## config.mk

```make
export PLATFORM = sky130hd
export DESIGN_NAME = load_store_unit
export DESIGN_NICKNAME = d
export VERILOG_FILES = /design/src/rtl/load_store_unit.sv
export SDC_FILE = /design/constraint.sdc
export NUM_CORES = 1
export LEC_CHECK = 0
export CAP_MARGIN = 20
export CELL_PAD_IN_SITES_DETAIL_PLACEMENT = 1
export CELL_PAD_IN_SITES_GLOBAL_PLACEMENT = 1
export CORE_ASPECT_RATIO = 0.9
export CORE_UTILIZATION = 36
export CTS_BUF_LIST = sky130_fd_sc_hd__clkbuf_4 sky130_fd_sc_hd__clkbuf_8
export DETAILED_ROUTE_END_ITERATION = 7
export PLACE_DENSITY_LB_ADDON = 0.1
export SETUP_SLACK_MARGIN = 0.4
export SYNTH_ARGS = -nofsm -noshare
export SYNTH_HDL_FRONTEND = slang
export SYNTH_SLANG_ARGS = --single-unit
```

## constraint.sdc

```tcl
create_clock -name CLK -period 4.31 [get_ports CLK]
set_input_delay 1.293 -clock CLK [delete_from_list [all_inputs] [get_ports CLK]]
set_output_delay 1.293 -clock CLK [all_outputs]
set_load 0.1 [all_outputs]
```

## src/rtl/load_store_unit.sv

```systemverilog
// Load/store unit: one request at a time, turned into word accesses on the A/WD/WE/RD memory port.
// Sub-word stores are read-modify-write. Define LSU_MISALIGN_TRAP_EN to report misaligned accesses as errors.
module load_store_unit #(
  parameter int ADDRESS_WIDTH = 32,
  parameter int DATA_WIDTH    = 32
) (
  input  logic                     CLK,
  input  logic                     RST,
  input  logic                     req_valid,
  output logic                     req_ready,
  input  logic                     req_we,
  input  logic [2:0]               req_funct3,
  input  logic [ADDRESS_WIDTH-1:0] req_addr,
  input  logic [DATA_WIDTH-1:0]    req_wdata,
  output logic                     resp_valid,
  output logic [DATA_WIDTH-1:0]    resp_rdata,
  output logic                     resp_err,
  output logic [ADDRESS_WIDTH-1:0] mem_A,
  output logic [DATA_WIDTH-1:0]    mem_WD,
  output logic                     mem_WE,
  input  logic [DATA_WIDTH-1:0]    mem_RD
);

  generate
    if (DATA_WIDTH != 32) begin : g_width_check
      $error("load_store_unit: only DATA_WIDTH = 32 is supported");
    end
  endgenerate

  localparam logic [2:0] S_IDLE    = 3'd0;
  localparam logic [2:0] S_RD_ADDR = 3'd1;
  localparam logic [2:0] S_RD_DATA = 3'd2;
  localparam logic [2:0] S_WRITE   = 3'd3;
  localparam logic [2:0] S_RESP    = 3'd4;

  logic [2:0]            state;
  logic [2:0]            state_nxt;
  logic                  we_p0;
  logic                  err_p0;
  logic [2:0]            funct3_p0;
  logic [1:0]            lane_p0;
  logic [DATA_WIDTH-1:0] wdata_p0;
  logic [DATA_WIDTH-1:0] word_p1;
  logic                  req_illegal;
  logic                  req_misaligned;
  logic                  req_err;
  logic                  accept;

  // Little-endian lane extraction with sign or zero extension.
  function automatic logic [DATA_WIDTH-1:0] load_extract(
    input logic [2:0]            f3,
    input logic [1:0]            lane,
    input logic [DATA_WIDTH-1:0] w
  );
    logic [7:0]  b;
    logic [15:0] h;
    b = w[{lane, 3'b000} +: 8];
    h = lane[1] ? w[31:16] : w[15:0];
    case (f3)
      3'b000:  return {{24{b[7]}}, b};
      3'b001:  return {{16{h[15]}}, h};
      3'b100:  return {24'd0, b};
      3'b101:  return {16'd0, h};
      default: return w;
    endcase
  endfunction

  function automatic logic [DATA_WIDTH-1:0] store_merge(
    input logic [2:0]            f3,
    input logic [1:0]            lane,
    input logic [DATA_WIDTH-1:0] w,
    input logic [DATA_WIDTH-1:0] wd
  );
    logic [DATA_WIDTH-1:0] r;
    r = w;
    if (f3[1:0] == 2'b00) begin
      r[{lane, 3'b000} +: 8] = wd[7:0];
    end else if (f3[1:0] == 2'b01) begin
      if (lane[1]) r[31:16] = wd[15:0];
      else         r[15:0]  = wd[15:0];
    end else begin
      r = wd;
    end
    return r;
  endfunction

  always_comb begin
    if (req_we) req_illegal = req_funct3[2] || (req_funct3[1:0] == 2'b11);
    else        req_illegal = (req_funct3[1:0] == 2'b11) || (req_funct3[2:1] == 2'b11);
  end

`ifdef LSU_MISALIGN_TRAP_EN
  assign req_misaligned = ((req_funct3[1:0] == 2'b01) && req_addr[0]) ||
                          ((req_funct3[1:0] == 2'b10) && (req_addr[1:0] != 2'b00));
`else
  // Misaligned halves and words are silently forced aligned by lane selection.
  assign req_misaligned = 1'b0;
`endif

  assign req_err = req_illegal || req_misaligned;
  assign accept  = (state == S_IDLE) && req_valid;

  always_comb begin
    state_nxt = state;
    case (state)
      S_IDLE: begin
        if (req_valid) begin
          if (req_err)                                 state_nxt = S_RESP;
          else if (req_we && req_funct3[1:0] == 2'b10) state_nxt = S_WRITE;
          else                                         state_nxt = S_RD_ADDR;
        end
      end
      S_RD_ADDR: state_nxt = S_RD_DATA;
      S_RD_DATA: state_nxt = we_p0 ? S_WRITE : S_RESP;
      S_WRITE:   state_nxt = S_RESP;
      S_RESP:    state_nxt = S_IDLE;
      default:   state_nxt = S_IDLE;
    endcase
  end

  // Stage p0: request capture; stage p1: read word capture and store merge.
  always_ff @(posedge CLK) begin
    if (RST) begin
      state  <= S_IDLE;
      we_p0  <= 1'b0;
      err_p0 <= 1'b0;
      mem_A  <= '0;
      mem_WD <= '0;
    end else begin
      state <= state_nxt;
      if (accept) begin
        we_p0  <= req_we;
        err_p0 <= req_err;
        if (!req_err) begin
          mem_A <= {2'b00, req_addr[ADDRESS_WIDTH-1:2]};
          if (req_we) mem_WD <= req_wdata;
        end
      end
      if (state == S_RD_DATA && we_p0) begin
        mem_WD <= store_merge(funct3_p0, lane_p0, mem_RD, wdata_p0);
      end
    end
  end

  always_ff @(posedge CLK) begin
    if (accept) begin
      funct3_p0 <= req_funct3;
      lane_p0   <= req_addr[1:0];
      wdata_p0  <= req_wdata;
    end
    if (state == S_RD_DATA) word_p1 <= mem_RD;
  end

  assign req_ready  = (state == S_IDLE);
  assign mem_WE     = (state == S_WRITE);
  assign resp_valid = (state == S_RESP);
  assign resp_err   = resp_valid && err_p0;
  assign resp_rdata = (resp_valid && !we_p0 && !err_p0) ?
                      load_extract(funct3_p0, lane_p0, word_p1) : '0;

endmodule
```

# After elaboration in Yosys (flattened, before gate mapping)
# Index checks and enable logic that the tools add are counted.
# Widths: inputs -> output; s select.
word_totals:
  output_inout_bits: 100
  regBits: 136
classes:
  reduce_logical: 17
  bitwise_logic: 1
  n_shift: 3
  n_mux: 18
  eq_ne: 13
  addsub: 1
op_table:
  columns: ["cell", "n"]
  rows:
  - ["$mux 32", 7]
  - ["$pmux 32 s4", 1]
  - ["$mux 16", 3]
  - ["$bwmux 32", 1]
  - ["$shift 8x7->32 const A", 1]
  - ["$shiftx 32x6->8", 1]
  - ["$shiftx 8x7->32", 1]
  - ["$pmux 3 s4", 1]
  - ["$eq 3x3->1 const B", 3]
  - ["$mux 3", 3]
  - ["$neg 5->7", 1]
  - ["$eq 2x2->1 const B", 3]
  - ["$eq 3x1->1 const B", 2]
  - ["$eq 3x2->1 const B", 2]
  - ["$logic_and 1x1->1", 6]
  - ["$logic_not 3->1", 2]
  - ["$reduce_bool 2->1", 2]
  - ["$reduce_and 3->1", 1]
  - ["$eq 2x1->1 const B", 1]
  - ["$logic_not 1->1", 2]
  - ["$logic_not 2->1", 1]
  - ["$logic_or 1x1->1", 2]
  - ["$mux 2", 1]
  - ["$ne 2x1->1 const B", 1]
  - ["4 further kinds", 4]

# Longest topological paths before layout
# Gate-level depths: netlist of run 1.
depth:
  ltp_word: 6
  ltp_mapped: 8

# Worst setup path before layout of run 1
# Ideal clock, no wire load.
synth_timing:
  path_type: "register -> output"
  startpoint: "reg state[2]"
  endpoint: "out resp_rdata[7]"
  setup_slack_ps: -5093
  arrival_time_ps: 8110
  path_stages_with_launch: 5
  cell_sequence: "dfxtp_1 clkbuf_1 nor3b_1 nand2_1 a2111oi_0"
synth_via:
  elab_chain_cells: 4
synth_rtl:
  columns: ["item", "line_no", "source"]
  rows:
  - ["from (decl)", "36", "logic [2:0] state;"]
  - ["from (signal assigned)", "130", "state <= state_nxt;"]
  - ["$eq 3x3->1", "156", "assign resp_valid = (state == S_RESP);"]
  - ["net resp_valid", "15", "output logic resp_valid,"]
  - ["$logic_and 1x1->1 (2 in a row)", "158", "assign resp_rdata = (resp_valid && !we_p0 && !err_p0) ?"]
  - ["$mux 32", "158", null]
  - ["to (decl)", "16", "output logic [DATA_WIDTH-1:0] resp_rdata,"]
# The timed path passes the listed nets, and every way through them passes these cells.

# Worst setup path in the final report of run 1
layout_timing:
  startpoint: "reg state[2]"
  endpoint: "out resp_rdata[18]"
layout_via:
  elab_chain_cells: 4
layout_rtl:
  columns: ["item", "line_no"]
  rows:
  - ["$eq 3x3->1", "156"]
  - ["$logic_and 1x1->1 (2 in a row)", "158"]
  - ["$mux 32", "158"]
# Every way passes these cells.

==> results of run 1 <==
synthesized netlist by cell type, drive strengths merged, types with 4 or more instances:
| master | instances |
|---|---|
| buf | 23 |
| a31oi | 9 |
| o22ai | 9 |
| a221o | 15 |
| nor3 | 34 |
| a311o | 8 |
| a221oi | 18 |
| nor2b | 33 |
| o21ai | 20 |
| nand2 | 128 |
| edfxtp | 69 |
| mux2i | 6 |
| mux2 | 6 |
| o2111ai | 6 |
| inv | 18 |
| a222oi | 6 |
| nor2 | 22 |
| dfxtp | 67 |
| nor3b | 5 |
| a21oi | 43 |
| a311oi | 10 |
| a32oi | 8 |
| ha | 5 |
| nand3 | 4 |
| nand3b | 8 |
| a22oi | 7 |
| clkbuf | 32 |
| o31ai | 7 |
registers in the layout, indices dropped and copies added (netlist names):
register	cells
mem_WD	32
word_p1	32
we_p0	1
state	3
lane_p0	2
mem_A	30
funct3_p0	3
wdata_p0	32
err_p0	1
cell type report:
type	instances	share of cell area [%]
Sequential cell	136	34.79
Multi-Input combinational cell	445	32.31
Timing Repair Buffer	224	25.30
Tap cell	235	2.997
Clock buffer	17	2.385
Clock inverter	15	1.530
Inverter	18	0.6886
power breakdown:
| part | internal (mW) | leakage, nW | switching, mW |
|---|---|---|---|
| Clock | 0.515 | 0.205 | 0.531 |
| Sequential | 1.43 | 1.19 | 0.0540 |
| Combinational | 0.294 | 1.95 | 0.636 |
how the worst min path moves through the flow:
stage | end | slack, ps | depth (start not counted)
3_5_place_dp | mem_A[9] | 450 | 2
3_3_place_gp | mem_A[27] | 440 | 2
6_report | mem_A[9] | 460 | 2
2_1_floorplan | state[2] | 490 | 1
4_1_cts | mem_A[9] | 460 | 2
5_1_grt | mem_A[17] | 480 | 2
worst min-delay path, stage by stage, from the launching register on:
cell and delay [ps]:
dfxtp_1 310, nand2_1 50, a21oi_1 50
logic make-up after synthesis:
family / count (synthesis)
muxes: 13
and+or+nand+nor: 252
AOI/OAI and AO/OA: 173
DFF: 136
adders and majority gates: 5
buffers and inverters: 73
other: 1
stage by stage:
stage / setup slack (ps) / area, µm² / instances / total power, mW
2_1_floorplan: 305.2 / 6899 / 654 / 2.105
3_3_place_gp: 674.2 / 9376 / 1053 / 2.414
3_5_place_dp: 561.0 / 9376 / 1053 / 2.435
4_1_cts: 451.7 / 9782 / 1087 / 3.485
5_1_grt: 403.9 / 9812 / 1090 / 3.590
6_report: 534.4 / 9812 / 1090 / 3.464
routing by layer:
metal | vias up | routed length, µm | global-route usage [%]
li1 | 2814 | - | -
met1 | 3033 | 10540 | 35.01
met2 | 253 | 11490 | 43.77
met3 | 29 | 1671 | 6.141
met4 | 0 | 434 | 8.665
met5 | - | 0 | 0
what timing repair did:
item / 4_1_cts / 5_1_grt
resized for setup: 2 / 2
setup endpoints to repair: 25 / 4
setup buffers: 2 / 3
==> metrics.md, run 1 <==
| Metric | Value |
|---|---|
| Status | `finished, final reports clean` |
| IO Port Bufs | `200` |
| Worst Hold Class | `register to register` |
| HP Start | `mem_A[9]` |
| Yosys top cell area share | `32.23%` |
| Routed WL | `24130 µm` |
| Most used DFF post-synth | `edfxtp_1` |
| Clock Skew | `12.17 ps` |
| Mux contribution to synthesized area | `2.336%` |
| Compound-gate portion of the synthesized area | `19.70%` |
| Post-synth top area cell | `edfxtp_1` |
| Latest clock arrival within the worst-skew pair | `450 ps` |
| Yosys warns | `0` |
| Largest cells by area after synthesis | `edfxtp_1 (32%), dfxtp_1 (21%), nand2_1 (7.5%)` |
| Final net count | `950` |
| Worst reg-to-reg setup slack | `1520 ps` |
| Max incr delay on CP | `550 ps` |
| Synth Area in Simple Gates | `18.82%` |
| Setup TNS | `0 ps` |
| Slowest stage cell on the critical path | `dfxtp_1` |
| Startpoint class of the critical path | `register` |
| Synth Area in Adders | `0.9731%` |
| Share of cells above drive strength 1 | `17.31%` |
| Largest net degree at the start of global routing | `36` |
| P_leak | `3.349 nW` |
| Maximum vdd ir drop | `0.0002182 V` |
| IO Pins | `203` |
| Final period utilization | `87.60%` |
| Max-slew violation count | `0` |
| Final Hold Viols | `0` |
| Library cells used by synthesis | `53` |
| Max-cap violations | `0` |
| Root buffer cell | `clkbuf_8` |
| Vias in the first global route | `6439` |
| Flip-flop and latch area | `3413 µm²` |
| Post-synth EDFFs | `69` |
| Starting density of the core | `37.44%` |
| Reg-to-Reg Start | `lane_p0[1]` |
| CTS max path bufs | `2` |
| Synth Register Bits | `136` |
| Finished Core Util | `57.14%` |
| Power Density | `353.0 nW/µm²` |
| Worst Path Max Fanout | `18` |
| DRT antenna net count | `0` |
| Slew Limit Headroom | `32.85%` |
| Core Rows | `45` |
| Min Clock Period, post-route | `3776 ps` |
| Commonest non-fill, non-tap cells in the layout | `clkdlybuf4s50_1 (163), nand2_1 (127), edfxtp_1 (69), dfxtp_1 (67), a21oi_1 (43)` |
| Die area | `18400 µm²` |
| Largest family of logic cells by synthesized area | `compound AO/OA/AOI/OAI gates` |
| P&R area growth vs syn | `52.63%` |
| DP HPWL | `17910 µm` |
| Xor and xnor area share after synthesis | `0%` |
| FF-to-FF End | `mem_WD[29]` |
| Post-CTS Hold Fix Bufs | `0` |
| DR iter-0 viols | `451` |
| GRT Overall Usage | `26.75%` |
| Final Setup Violations | `0` |
| Grt total ovfl | `0` |
| Antenna violations before repair | `1` |
| Total CTS buffers | `17` |
| CP required | `3020 ps` |
| Synthesized area | `6429 µm²` |
| Register area share after synthesis | `53.09%` |
| Die width | `142.9 µm` |
| Synth Instances | `653` |
| Clk sinks | `136` |
| CP arrival | `2480 ps` |
| CP top delay family | `simple AND/OR/NAND/NOR gates` |
| Vias | `6129` |
| Worst Reg-to-Reg Cells | `7` |
| DRT Pass-1 Iters | `5` |
| First-pass GRT wire length | `36670 µm` |
| N_diodes | `0` |
| Syn Area/Cell | `9.845 µm²` |
| Min Hold Slack | `457.3 ps` |
| CP Cell Sequence | `nor3b_4 -> nand2_4 -> buf_4 -> nor3_4 -> buf_12` |
| Cell count along the critical path | `5` |
| Commonest non-fill, non-tap cell in the layout | `clkdlybuf4s50_1` |
| DIE HEIGHT | `128.8 µm` |
| FILL cells | `1852` |
| Multi-input logic area | `3171 µm²` |
| Worst setup path endpoint | `resp_rdata[18]` |
| Crit end category | `primary output` |
| Max H-tree Level | `4` |
| Crit path launch | `state[2]` |
| Max Freq | `264.9 MHz` |
| CORE AREA | `17170 µm²` |
| Kind of critical path | `register to primary output` |
| Detailed-route DRC error count | `0` |
| CTS tree | `done` |
| Clock-pin slew on the worst setup and hold paths | `80 ps` |
| Final GP Congestion | `0.8947` |
| RSZ-0062 raised after global routing | `yes` |
| Asr flop ratio synth | `0%` |
| Buffers and inverters on the worst path | `2` |
| Worst-margin pin slew | `1004 ps` |
| Vias/cell | `5.623` |
| Wirelength per Cell | `22.14 µm` |
Power figures use the tool's default switching activity.
==> run 2, diff against run 1 <==
--- a/config.mk
+++ b/config.mk
@@ -9,8 +9,9 @@
 export CELL_PAD_IN_SITES_DETAIL_PLACEMENT = 1
 export CELL_PAD_IN_SITES_GLOBAL_PLACEMENT = 1
-export CORE_ASPECT_RATIO = 0.9
-export CORE_UTILIZATION = 36
+export CORE_ASPECT_RATIO = 1.75
+export CORE_UTILIZATION = 49
 export CTS_BUF_LIST = sky130_fd_sc_hd__clkbuf_4 sky130_fd_sc_hd__clkbuf_8
 export DETAILED_ROUTE_END_ITERATION = 7
+export DONT_BUFFER_PORTS = 1
 export PLACE_DENSITY_LB_ADDON = 0.1
 export SETUP_SLACK_MARGIN = 0.4
==> constraint.sdc (replaced) <==
create_clock -name CLK -period 4.31 [get_ports CLK]
set_input_delay 1.293 -clock CLK [delete_from_list [all_inputs] [get_ports CLK]]
set_output_delay 1.293 -clock CLK [all_outputs]
set_load 0.005 [all_outputs]
==> metrics.md, run 2 (synthesis results as in run 1) <==
| Metric | Value |
|---|---|
| DR iter-0 viols | `374 (-17%)` |
| Wirelength per Cell | `24.80 µm (+12%)` |
| Power Density | `411.9 nW/µm² (+17%)` |
| Core Rows | `55 (+22%)` |
| First-pass GRT wire length | `29960 µm (-18%)` |
| P_leak | `2.325 nW (-31%)` |
| CP required | `3020 ps (about the same)` |
| DRT Pass-1 Iters | `5 (unchanged)` |
| Startpoint class of the critical path | `register` |
| Worst Path Max Fanout | `22 (+4)` |
| Detailed-route DRC error count | `0 (unchanged)` |
| GRT Overall Usage | `29.79% (+3.0 points)` |
| Finished Core Util | `54.11% (-3.0 points)` |
| Final period utilization | `86.35% (-1.2 points)` |
| Latest clock arrival within the worst-skew pair | `440 ps (about the same)` |
| CP arrival | `2430 ps (-50 ps)` |
| Sequential power share | `52.2% (+9.3 points)` |
| Max-slew violation count | `0 (unchanged)` |
| Biggest regs | `mem_WD x32, wdata_p0 x32, word_p1 x32` |
| DIE HEIGHT | `153.5 µm (+19%)` |
| Final WS setup | `588.3 ps (+53.88 ps)` |
| Commonest non-fill, non-tap cell in the layout | `nand2_1` |
| Die width | `88.59 µm (-38%)` |
| DRT antenna net count | `0 (unchanged)` |
| CTS max path bufs | `2 (unchanged)` |
| Final Hold Viols | `0 (unchanged)` |
| Max Freq | `268.7 MHz (+1.4%)` |
| P&R area growth vs syn | `8.311%` |
| Final GP Congestion | `0.8869 (-0.87%)` |
| DP HPWL | `14950 µm (-17%)` |
| Worst Hold Class | `register to register` |
| Gate power share | `10.3% (-17 points)` |
| Min Hold Slack | `471.6 ps (+14.36 ps)` |
| Kind of critical path | `register to primary output` |
| IO Port Bufs | `0 (-100%)` |
| Vias | `5334 (-13%)` |
| Clock-pin slew on the worst setup and hold paths | `80 ps (about the same)` |
| Clk pwr share | `37.5% (+7.3 points)` |
| Total CTS buffers | `17 (unchanged)` |
| Post-CTS Hold Fix Bufs | `0 (unchanged)` |
| Maximum vdd ir drop | `0.0002351 V (+7.7%)` |
| Largest net degree at the start of global routing | `51 (+42%)` |
| Max H-tree Level | `4 (unchanged)` |
| Starting density of the core | `49.96% (+13 points)` |
| Commonest non-fill, non-tap cells in the layout | `nand2_1 (128), edfxtp_1 (69), dfxtp_1 (67), a21oi_1 (42), nor3_1 (33)` |
| Clock Skew | `11.87 ps (-0.2995 ps)` |
| Root buffer cell | `clkbuf_8` |
| Share of cells above drive strength 1 | `10.94% (-6.4 points)` |
| Crit end category | `primary output` |
| RSZ-0062 raised after global routing | `no` |
| Final Setup Violations | `0 (unchanged)` |
| Final net count | `744 (-22%)` |
| Max incr delay on CP | `860 ps (+310 ps)` |
| CP Cell Sequence | `nor2b_2 -> o21ai_1 -> o22ai_1 -> nor3_1` |
| CORE AREA | `12870 µm² (-25%)` |
| Min Clock Period, post-route | `3722 ps (-53.88 ps)` |
| Vias in the first global route | `5551 (-14%)` |
| Slowest stage cell on the critical path | `edfxtp_1` |
| Clk sinks | `136 (unchanged)` |
| Die area | `13600 µm² (-26%)` |
| Vias/cell | `6.505 (+16%)` |
| Switching pwr | `773.6 µW (-37%)` |
| Setup TNS | `0 ps (unchanged)` |
| IO Pins | `203 (unchanged)` |
| Grt total ovfl | `0 (unchanged)` |
| Max-cap violations | `0 (unchanged)` |
| CTS tree | `done` |
| Status | `finished, final reports clean` |
| Worst-margin pin slew | `966.2 ps (-37.85 ps)` |
| Antenna violations before repair | `0 (-1)` |
| Sw frac | `26.98% (-8.3 points)` |
| Placement Setup Slack | `772.7 ps (+211.7 ps)` |
| N_diodes | `0 (unchanged)` |
| Slew Limit Headroom | `35.09% (+2.2 points)` |
| Pint | `2.094 mW (-6.6%)` |
| Routed WL | `20340 µm (-16%)` |
run 2: cell types whose count changed in the layout (fill, tap and decap cells not counted), moves of 5 or more:
cell / previous run / this run
a221oi_1: 10 / 18
a221oi_4: 8 / 0
buf_12: 31 / 0
buf_4: 27 / 18
clkdlybuf4s50_1: 163 / 0
clkinv_2: 5 / 0
clkinvlp_4: 0 / 6
nor3_1: 10 / 33
nor3_4: 23 / 0
run 2: worst max-delay path, delay by kind of cell (launching register included):
family / cells / cell delay (ps)
compound gates: 2 / 600
flops: 1 / 860
simple gates: 2 / 530
run 2: final timing paths:
| path | from | endpoint | slack, ps | cells after the start |
|---|---|---|---|---|
| max | funct3_p0[1] | resp_rdata[4] | 590 | 4 |
| min | mem_A[28] | mem_A[28] | 470 | 2 |
| max reg2reg | funct3_p0[1] | mem_WD[23] | 1630 | 5 |
| min reg2reg | mem_A[28] | mem_A[28] | 470 | 2 |
run 2: repair_timing:
| action | 4_1_cts | 5_1_grt |
|---|---|---|
| endpoints found under the setup margin | 15 | 3 |
| setup buffers | 0 | 3 |
| cloned | 0 | 0 |
| gates resized for setup | 2 | 1 |
run 2: stage by stage:
step	power [mW]	cell area [µm²]	cells
after floorplan	1.731	6432	654
after global placement	1.796	6520	785
after detailed placement	1.813	6520	785
after CTS	2.889	6935	817
after global routing	2.966	6963	820
final	2.868	6963	820
run 2: metal layers:
layer	vias up	global-route usage (%)	share of wire, %	wire (µm)
met1	2621	28.61	34	6903
met5	-	0	0	0
met4	0	16.59	4.9	988
met3	62	9.984	8.4	1699
met2	262	53.59	53	10750
li1	2389	-	-	-
run 2: power groups by stage:
stage / logic [mW] / clock network (mW) / registers, mW
6_report: 0.296 / 1.08 / 1.50
5_1_grt: 0.321 / 1.14 / 1.50
4_1_cts: 0.289 / 1.10 / 1.50
3_5_place_dp: 0.287 / 0 / 1.53
3_3_place_gp: 0.273 / 0 / 1.52
2_1_floorplan: 0.236 / 0 / 1.49
run 2: final cells by class:
type / count / area (µm²)
fillers: 1486 / 5906
multi-input cells: 445 / 2724
well taps: 171 / 214.0
flip-flops and latches: 136 / 3413
clock inverters: 12 / 140.1
clock buffers: 20 / 269.0
inverters: 18 / 67.56
repair buffers: 18 / 135.1
==> run 3, diff against run 2 <==
CTS_CLUSTER_SIZE = 14   (was default)
==> results of run 3 <==
The final DEF is identical to that of run 2; final timing and power are the same.
